[src/rtl/gpu_pkg.sv]
// -----------------------------------------------------------------------------
// gpu_pkg
// Shared definitions for the core pipeline: scheduler state encodings,
// instruction-fetcher state encodings, program-memory width defaults and a
// saturating-counter helper.
// -----------------------------------------------------------------------------
package gpu_pkg;

    localparam int DEFAULT_ADDR_BITS = 8;
    localparam int DEFAULT_DATA_BITS = 16;
    localparam int COUNT_BITS        = 16;

    // Scheduler (core) state encodings; only the states the fetcher reacts to
    // plus the terminal state are named here.
    typedef enum logic [3:0] {
        CORE_IDLE   = 4'd0,
        CORE_FETCH  = 4'd1,
        CORE_DECODE = 4'd2,
        CORE_DONE   = 4'd8
    } core_state_e;

    // Instruction-fetcher FSM encodings (visible on the fetcher_state port).
    typedef enum logic [1:0] {
        FETCHER_IDLE     = 2'b00,
        FETCHER_FETCHING = 2'b01,
        FETCHER_FETCHED  = 2'b10
    } fetcher_state_e;

    // Increment that sticks at all-ones instead of wrapping.
    function automatic logic [COUNT_BITS-1:0] sat_inc(input logic [COUNT_BITS-1:0] value);
        if (value == {COUNT_BITS{1'b1}}) begin
            sat_inc = value;
        end else begin
            sat_inc = value + COUNT_BITS'(1);
        end
    endfunction

endpackage

[src/rtl/instr_fetcher_if.sv]
// -----------------------------------------------------------------------------
// instr_fetcher_if
// Program-memory read channel (valid/ready).
//   mem_read_valid   : request from fetcher
//   mem_read_address : request address, stable while valid
//   mem_read_ready   : memory returns data this cycle
//   mem_read_data    : returned instruction
// master = fetcher side, slave = memory-controller side.
// -----------------------------------------------------------------------------
interface instr_fetcher_if import gpu_pkg::*; #(
    parameter int ADDR_BITS = DEFAULT_ADDR_BITS,
    parameter int DATA_BITS = DEFAULT_DATA_BITS
);
    logic                 mem_read_valid;
    logic [ADDR_BITS-1:0] mem_read_address;
    logic                 mem_read_ready;
    logic [DATA_BITS-1:0] mem_read_data;

    modport master (
        output mem_read_valid,
        output mem_read_address,
        input  mem_read_ready,
        input  mem_read_data
    );

    modport slave (
        input  mem_read_valid,
        input  mem_read_address,
        output mem_read_ready,
        output mem_read_data
    );
endinterface

[src/rtl/instr_fetcher_fetch_buffer.sv]
// -----------------------------------------------------------------------------
// fetch_buffer
// Direct-mapped instruction buffer: valid/tag/data per entry.
//   clk, reset : clock, synchronous active-high reset (clears valid bits)
//   flush      : clear all valid bits next cycle; wins over a write
//   lookup_pc  : PC looked up combinationally -> hit, data
//   wr_en, wr_pc, wr_data : synchronous fill port
// -----------------------------------------------------------------------------
module fetch_buffer #(
    parameter int ADDR_BITS = 8,
    parameter int DATA_BITS = 16,
    parameter int ENTRIES   = 4
) (
    input  logic                 clk,
    input  logic                 reset,
    input  logic                 flush,
    input  logic [ADDR_BITS-1:0] lookup_pc,
    output logic                 hit,
    output logic [DATA_BITS-1:0] data,
    input  logic                 wr_en,
    input  logic [ADDR_BITS-1:0] wr_pc,
    input  logic [DATA_BITS-1:0] wr_data
);
    localparam int IDX_BITS = $clog2(ENTRIES);
    localparam int TAG_BITS = ADDR_BITS - IDX_BITS;

    logic [ENTRIES-1:0]   valid_r;
    logic [TAG_BITS-1:0]  tag_r  [ENTRIES];
    logic [DATA_BITS-1:0] data_r [ENTRIES];

    logic [IDX_BITS-1:0] lookup_idx_s;
    logic [TAG_BITS-1:0] lookup_tag_s;
    logic [IDX_BITS-1:0] wr_idx_s;
    logic [TAG_BITS-1:0] wr_tag_s;

    assign lookup_idx_s = lookup_pc[IDX_BITS-1:0];
    assign lookup_tag_s = lookup_pc[ADDR_BITS-1:IDX_BITS];
    assign wr_idx_s     = wr_pc[IDX_BITS-1:0];
    assign wr_tag_s     = wr_pc[ADDR_BITS-1:IDX_BITS];

    // Combinational lookup against the current (pre-flush) contents.
    always_comb begin
        hit  = valid_r[lookup_idx_s] && (tag_r[lookup_idx_s] == lookup_tag_s);
        data = data_r[lookup_idx_s];
    end

    // Valid bits: reset and flush clear everything; flush suppresses a fill.
    always_ff @(posedge clk) begin
        if (reset) begin
            valid_r <= '0;
        end else if (flush) begin
            valid_r <= '0;
        end else if (wr_en) begin
            valid_r[wr_idx_s] <= 1'b1;
        end else begin
            valid_r <= valid_r;
        end
    end

    // Tag/data storage; contents are meaningless while the valid bit is clear.
    always_ff @(posedge clk) begin
        if (wr_en && !flush) begin
            tag_r[wr_idx_s]  <= wr_tag_s;
            data_r[wr_idx_s] <= wr_data;
        end
    end
endmodule

[src/rtl/instr_fetcher.sv]
// -----------------------------------------------------------------------------
// instr_fetcher
// Per-core fetch stage. On core_state==FETCH it returns the instruction at
// current_pc, from the buffer (1-cycle hit) or from program memory (miss).
//   clk, reset     : clock, synchronous active-high reset
//   core_state     : scheduler state (FETCH starts a fetch, DECODE releases it)
//   current_pc     : PC to fetch (sampled only in IDLE)
//   flush          : invalidate the instruction buffer
//   mem            : program-memory read channel (master side)
//   instruction    : fetched instruction, held until the next fetch completes
//   request_ready  : instruction valid, to scheduler
//   fetcher_state  : IDLE / FETCHING / FETCHED
//   hit_count, miss_count : saturating buffer statistics
// -----------------------------------------------------------------------------
module instr_fetcher import gpu_pkg::*; #(
    parameter int PROGRAM_MEM_ADDR_BITS = DEFAULT_ADDR_BITS,
    parameter int PROGRAM_MEM_DATA_BITS = DEFAULT_DATA_BITS,
    parameter int BUF_ENTRIES           = 4
) (
    input  logic                             clk,
    input  logic                             reset,
    input  logic [3:0]                       core_state,
    input  logic [PROGRAM_MEM_ADDR_BITS-1:0] current_pc,
    input  logic                             flush,
    instr_fetcher_if.master                  mem,
    output logic [PROGRAM_MEM_DATA_BITS-1:0] instruction,
    output logic                             request_ready,
    output logic [1:0]                       fetcher_state,
    output logic [COUNT_BITS-1:0]            hit_count,
    output logic [COUNT_BITS-1:0]            miss_count
);
    fetcher_state_e state_r, next_state_s;

    logic                             buf_hit_s;
    logic [PROGRAM_MEM_DATA_BITS-1:0] buf_data_s;
    logic                             handshake_s;
    logic                             fill_en_s;

    logic                             mem_valid_r,  mem_valid_s;
    logic [PROGRAM_MEM_ADDR_BITS-1:0] mem_addr_r,   mem_addr_s;
    logic [PROGRAM_MEM_DATA_BITS-1:0] instr_r,      instr_s;
    logic                             req_r,        req_s;
    logic [COUNT_BITS-1:0]            hit_count_r,  hit_count_s;
    logic [COUNT_BITS-1:0]            miss_count_r, miss_count_s;

    // Ready is only meaningful while our own request is outstanding.
    assign handshake_s = mem_valid_r && mem.mem_read_ready;
    assign fill_en_s   = (state_r == FETCHER_FETCHING) && handshake_s;

    fetch_buffer #(
        .ADDR_BITS (PROGRAM_MEM_ADDR_BITS),
        .DATA_BITS (PROGRAM_MEM_DATA_BITS),
        .ENTRIES   (BUF_ENTRIES)
    ) u_fetch_buffer (
        .clk       (clk),
        .reset     (reset),
        .flush     (flush),
        .lookup_pc (current_pc),
        .hit       (buf_hit_s),
        .data      (buf_data_s),
        .wr_en     (fill_en_s),
        .wr_pc     (mem_addr_r),
        .wr_data   (mem.mem_read_data)
    );

    // FSM state register.
    always_ff @(posedge clk) begin
        if (reset) begin
            state_r <= FETCHER_IDLE;
        end else begin
            state_r <= next_state_s;
        end
    end

    // FSM next-state logic.
    always_comb begin
        next_state_s = state_r;
        case (state_r)
            FETCHER_IDLE: begin
                if (core_state == CORE_FETCH) begin
                    next_state_s = buf_hit_s ? FETCHER_FETCHED : FETCHER_FETCHING;
                end else begin
                    next_state_s = FETCHER_IDLE;
                end
            end
            FETCHER_FETCHING: begin
                if (handshake_s) begin
                    next_state_s = FETCHER_FETCHED;
                end else begin
                    next_state_s = FETCHER_FETCHING;
                end
            end
            FETCHER_FETCHED: begin
                if (core_state == CORE_DECODE) begin
                    next_state_s = FETCHER_IDLE;
                end else begin
                    next_state_s = FETCHER_FETCHED;
                end
            end
            default: next_state_s = FETCHER_IDLE;
        endcase
    end

    // FSM output logic: next values of the registered outputs and counters.
    always_comb begin
        mem_valid_s  = mem_valid_r;
        mem_addr_s   = mem_addr_r;
        instr_s      = instr_r;
        req_s        = req_r;
        hit_count_s  = hit_count_r;
        miss_count_s = miss_count_r;
        case (state_r)
            FETCHER_IDLE: begin
                if (core_state == CORE_FETCH) begin
                    if (buf_hit_s) begin
                        instr_s     = buf_data_s;
                        req_s       = 1'b1;
                        hit_count_s = sat_inc(hit_count_r);
                    end else begin
                        mem_valid_s  = 1'b1;
                        mem_addr_s   = current_pc;
                        miss_count_s = sat_inc(miss_count_r);
                    end
                end else begin
                    req_s = 1'b0;
                end
            end
            FETCHER_FETCHING: begin
                if (handshake_s) begin
                    instr_s     = mem.mem_read_data;
                    mem_valid_s = 1'b0;
                    req_s       = 1'b1;
                end else begin
                    mem_valid_s = 1'b1;
                end
            end
            FETCHER_FETCHED: begin
                if (core_state == CORE_DECODE) begin
                    req_s = 1'b0;
                end else begin
                    req_s = 1'b1;
                end
            end
            default: begin
                mem_valid_s = 1'b0;
                req_s       = 1'b0;
            end
        endcase
    end

    // Output and counter registers; reset also drops any in-flight request.
    always_ff @(posedge clk) begin
        if (reset) begin
            mem_valid_r  <= 1'b0;
            mem_addr_r   <= '0;
            instr_r      <= '0;
            req_r        <= 1'b0;
            hit_count_r  <= '0;
            miss_count_r <= '0;
        end else begin
            mem_valid_r  <= mem_valid_s;
            mem_addr_r   <= mem_addr_s;
            instr_r      <= instr_s;
            req_r        <= req_s;
            hit_count_r  <= hit_count_s;
            miss_count_r <= miss_count_s;
        end
    end

    assign mem.mem_read_valid   = mem_valid_r;
    assign mem.mem_read_address = mem_addr_r;
    assign instruction          = instr_r;
    assign request_ready        = req_r;
    assign fetcher_state        = state_r;
    assign hit_count            = hit_count_r;
    assign miss_count           = miss_count_r;
endmodule

[src/flat_wrapper.sv]
// flat-port wrapper written by rule: the top's interface ports become plain ports
module instr_fetcher_flat import gpu_pkg::*;
#(
    parameter int PROGRAM_MEM_ADDR_BITS = DEFAULT_ADDR_BITS,
    parameter int PROGRAM_MEM_DATA_BITS = DEFAULT_DATA_BITS,
    parameter int BUF_ENTRIES           = 4
)
  (clk, reset, core_state, current_pc, flush, instruction, request_ready, fetcher_state, hit_count, miss_count, mem_mem_read_valid, mem_mem_read_address, mem_mem_read_ready, mem_mem_read_data);
  instr_fetcher_if mem_i ();
  input  logic clk;
  input  logic reset;
  input  logic [3:0] core_state;
  input  logic [PROGRAM_MEM_ADDR_BITS-1:0] current_pc;
  input  logic flush;
  output logic [PROGRAM_MEM_DATA_BITS-1:0] instruction;
  output logic request_ready;
  output logic [1:0] fetcher_state;
  output logic [COUNT_BITS-1:0] hit_count;
  output logic [COUNT_BITS-1:0] miss_count;
  output wire logic [$bits(mem_i.mem_read_valid)-1:0] mem_mem_read_valid;
  output wire logic [$bits(mem_i.mem_read_address)-1:0] mem_mem_read_address;
  input wire logic [$bits(mem_i.mem_read_ready)-1:0] mem_mem_read_ready;
  input wire logic [$bits(mem_i.mem_read_data)-1:0] mem_mem_read_data;
  assign mem_mem_read_valid = mem_i.mem_read_valid;
  assign mem_mem_read_address = mem_i.mem_read_address;
  assign mem_i.mem_read_ready = mem_mem_read_ready;
  assign mem_i.mem_read_data = mem_mem_read_data;
  instr_fetcher #(.PROGRAM_MEM_ADDR_BITS(PROGRAM_MEM_ADDR_BITS), .PROGRAM_MEM_DATA_BITS(PROGRAM_MEM_DATA_BITS), .BUF_ENTRIES(BUF_ENTRIES)) u_core (.clk(clk), .reset(reset), .core_state(core_state), .current_pc(current_pc), .flush(flush), .mem(mem_i), .instruction(instruction), .request_ready(request_ready), .fetcher_state(fetcher_state), .hit_count(hit_count), .miss_count(miss_count));
endmodule
[config.mk]
export PLATFORM = sky130hd
export DESIGN_NAME = instr_fetcher_flat
export DESIGN_NICKNAME = d
export VERILOG_FILES = /design/src/rtl/gpu_pkg.sv /design/src/rtl/instr_fetcher_if.sv /design/src/rtl/instr_fetcher_fetch_buffer.sv /design/src/rtl/instr_fetcher.sv /design/src/flat_wrapper.sv
export SDC_FILE = /design/constraint.sdc
export NUM_CORES = 1
export LEC_CHECK = 0
export ABC_AREA = 1
export CAP_MARGIN = 20
export CORE_MARGIN = 2
export CORE_UTILIZATION = 40
export DETAILED_ROUTE_END_ITERATION = 8
export PLACE_DENSITY_LB_ADDON = 0.2
export RECOVER_POWER = 50
export SYNTH_ARGS = -nofsm -noshare
export SYNTH_HDL_FRONTEND = slang
export SYNTH_SLANG_ARGS = --single-unit
export TNS_END_PERCENT = 50
[constraint.sdc]
create_clock -name clk -period 6.45 [get_ports clk]
set_input_delay 1.6125 -clock clk [delete_from_list [all_inputs] [get_ports clk]]
set_output_delay 1.6125 -clock clk [all_outputs]
set_load 0.05 [all_outputs]
==> key figures <==
Yosys
  • Seq/Total Area, Yosys: 57.6%
  • Synthesis warning total: 0
  • Top cells by area, synth: edfxtp_1, dfxtp_1, nand2_1
  • Synth cell types: 34
  • Synth Instances: 734
  • Yosys top cell area share: 38.8%
  • Synth area leader: edfxtp_1
  • Register bit total from synthesis: 152
  • Syn Area/Cell: 9.27 sq um
  • Syn_nets: 768
  • Area of the mapped netlist: 0.00681 sq mm

Power
  • Net switching power: 481 uW
  • Tot Pwr: 2.12 mW
  • Clock share of power: 45.5%
  • Switching share of power: 22.7%
  • P_leak: 2.91 nW
  • Pwr dens: 251 mW/mm^2
  • Sequential Power Share: 48.6%
  • Internal power: 1.64 mW
  • Comb pwr share: 5.9%
  • Worst VDD drop: 0.184 mV

Timing
  • Slew HR: -10.4%
  • FMAX: 234 MHz
  • Fin. Hold Viols: 0
  • Tightest Pin Transition: 1660 ps
  • Sum Neg Setup Slack: 0 ps
  • Period utilization: 66.3%
  • Crit path time final: 4280 ps
  • Setup violators final: 0
  • Max-slew violation count: 69
  • Clock skew: 7.93 ps
  • RSZ-0062 raised after global routing: false

CTS
  • Skew-Pair Late Insertion Delay: 420 ps
  • Clk sink count: 152
  • Hold bufs inserted after CTS: 0
  • Clk buf depth: 2
  • Total CTS buffers: 17
  • Setup Buffers After CTS: 0
  • CTS tree: built
  • Clock tree root buffer cell: clkbuf_16
  • Post-CTS sizing: 0
  • Clock slew at reported path FFs: 60 ps
  • # H-tree levels: 4

Global routing
  • Gr busiest metal: met2
  • Global-route wire length before repair: 26.5 mm
  • Initial antenna violation count: 0
  • GR Util met1: 24.8%
  • All-Layer GR Usage: 18.9%
  • Met2 Use GR: 31.2%
  • GRT Residual Overflow: 0
  • Global Route met3 Usage: 4.50%
  • Largest net degree at the start of global routing: 48
  • Vias in the first global route: 5185

Cells and area
  • Layout cells sized above 1: 7.22%
  • Synth-to-Final Area Change: 24.0%
  • Highest-count cells in the layout ignoring fill and taps: nand2_1, nor2_1, edfxtp_1, clkdlybuf4s50_1, dfxtp_1
  • Final non-filler cell area: 0.00844 sq mm
  • Nets: 852
  • Commonest non-fill, non-tap cell in the layout: nand2_1
  • Ant diodes: 0
  • Fin cells: 1051
  • Fill cells: 1556

Setup path
  • Critical path's slowest cell: inv_2
  • Setup crit end kind: flip-flop
  • Worst path top cell family by delay: simple AND/OR/NAND/NOR gates
  • Cell mode on critical path: nand2_1
  • Critical path arrival: 4590 ps
  • CP startpoint kind: input port
  • Buf/Inv on CP: 2
  • Highest cell delay on the worst timing path: 580 ps
  • Crit Path Max Fanout: 46
  • Crit Path Class: input port to flip-flop
  • CP Data Required Time: 6760 ps
  • Crit path cell chain: clkdlybuf4s50_1 > inv_2 > nand2_1 > nand3_1 > nand2_1 > nand2_1 > nand2_1 > nor2_1 > nand2_1 > nor2_4 > nand2_1 > nand2_2 > nand2_1 > nand2_1 > nor2_1

Placement
  • I/O Buffers: 91
  • Post-detail-place hpwl: 10.7 mm
  • Gpl congestion: 0.851
  • Placed Area: 0.00788 sq mm
  • Inst Count DP: 1019

Routing
  • Routed Antenna Nets: 0
  • Avg WL per Cell: 15.9 microns
  • Iteration-0 DRC Markers: 373
  • Vias post-DR: 5418
  • Drt via density: 5.16
  • DRC viols: 0
  • 1st-pass router iterations: 5
  • Routed WL: 16.7 mm

Floorplanning
  • Die area: 0.0181 sq mm
  • Die Ht: 134 microns
  • Starting Density: 41.0%
  • Rows: 47
  • Die Wd: 134 microns
  • I/O Pins: 92
  • Core region area: 0.0166 sq mm

Flow run
  • Max-Cap Viols: 3

Outcome
  • Status: finished, violations left
  • Failing checks: capacitance limit, slew limit

Min path
  • Tightest Hold Check Type: flip-flop to flip-flop
[cell usage after synthesis, drive strengths merged]
| cell | instances |
|---|---|
| edfxtp | 88 |
| clkbuf | 18 |
| nand4 | 35 |
| xor2 | 17 |
| dfxtp | 64 |
| or2 | 1 |
| clkinv | 1 |
| nor3 | 8 |
| mux2i | 16 |
| inv | 38 |
| nor4 | 1 |
| xnor2 | 9 |
| a311oi | 1 |
| o21ai | 41 |
| o22ai | 16 |
| o21bai | 1 |
| o31ai | 1 |
| nand3b | 4 |
| a21oi | 35 |
| ha | 2 |
| nand2 | 155 |
| buf | 16 |
| nor2 | 125 |
| nand3 | 41 |
[flip-flops by register name, summed over array words and instances, names as in the netlist]
register	count
u_core.u_fetch_buffer.data_r	64
u_core.u_fetch_buffer.tag_r	24
u_core.hit_count	16
u_core.instruction	16
u_core.miss_count	16
u_core.mem.mem_read_address	8
u_core.u_fetch_buffer.valid_r	4
u_core.fetcher_state	2
u_core.mem.mem_read_valid	1
u_core.request_ready	1
[metrics by stage]
step	hold WS, ps	util (%)	setup slack [ps]
after floorplan	433	-	3050
after global placement	448	47.5	1880
after detailed placement	453	47.5	1750
after CTS	463	51.0	2180
after global routing	490	50.9	1790
final	464	50.9	2170
[per-layer routing]
layer | up-vias | share of wire (%)
met2 | 145 | 48
met3 | 14 | 4.8
met1 | 2583 | 46
met5 | - | 0
met4 | 0 | 0.82
li1 | 2676 | -
[cell families after synthesis]
group	count (synthesis)	synth area share, %
flops	152	57.6
buf+inv	73	4.87
compound gates	95	7.41
mux	16	2.35
xor+xnor	26	3.35
fa+ha+maj	2	0.368
simple gates	370	24.0
[area by class of cell]
cell class              count  area (sq um)  area share [%]
clock buffers              17           425            5.04
clock inverters            15           150            1.78
inverters                  39           146            1.73
multi-input cells         509          2560            30.3
flip-flops and latches    152          3920            46.5
well taps                 220           275            3.26
repair buffers             99           960            11.4
[worst register-to-register path, cell delays in order, from the launching register on]
cell and delay [ps]:
dfxtp_1 390, inv_1 80, nor2_2 70, buf_4 330
inv_1 70, nor2_1 280, nand3_1 170, nor2_2 100
clkbuf_1 1200
[power by group through the flow]
stage / registers [mW] / logic [mW] / clock network (mW)
after floorplan: 1.06 / 0.0626 / 0
after detailed placement: 1.05 / 0.127 / 0
after global placement: 1.05 / 0.125 / 0
after CTS: 1.03 / 0.128 / 0.981
after global routing: 1.03 / 0.138 / 1.02
final: 1.03 / 0.125 / 0.965
[worst paths after layout]
kind / start / endpoint / slack (ps) / cells after the start
max reg2reg: u_core.fetcher_state[0] / u_core.u_fetch_buffer.data_r[2][8] / 3340 / 8
max: current_pc[0] / u_core.instruction[6] / 2170 / 15
min reg2reg: u_core.u_fetch_buffer.valid_r[3] / u_core.u_fetch_buffer.valid_r[3] / 460 / 2
min: u_core.u_fetch_buffer.valid_r[3] / u_core.u_fetch_buffer.valid_r[3] / 460 / 2
Power figures use the tool's default switching activity.
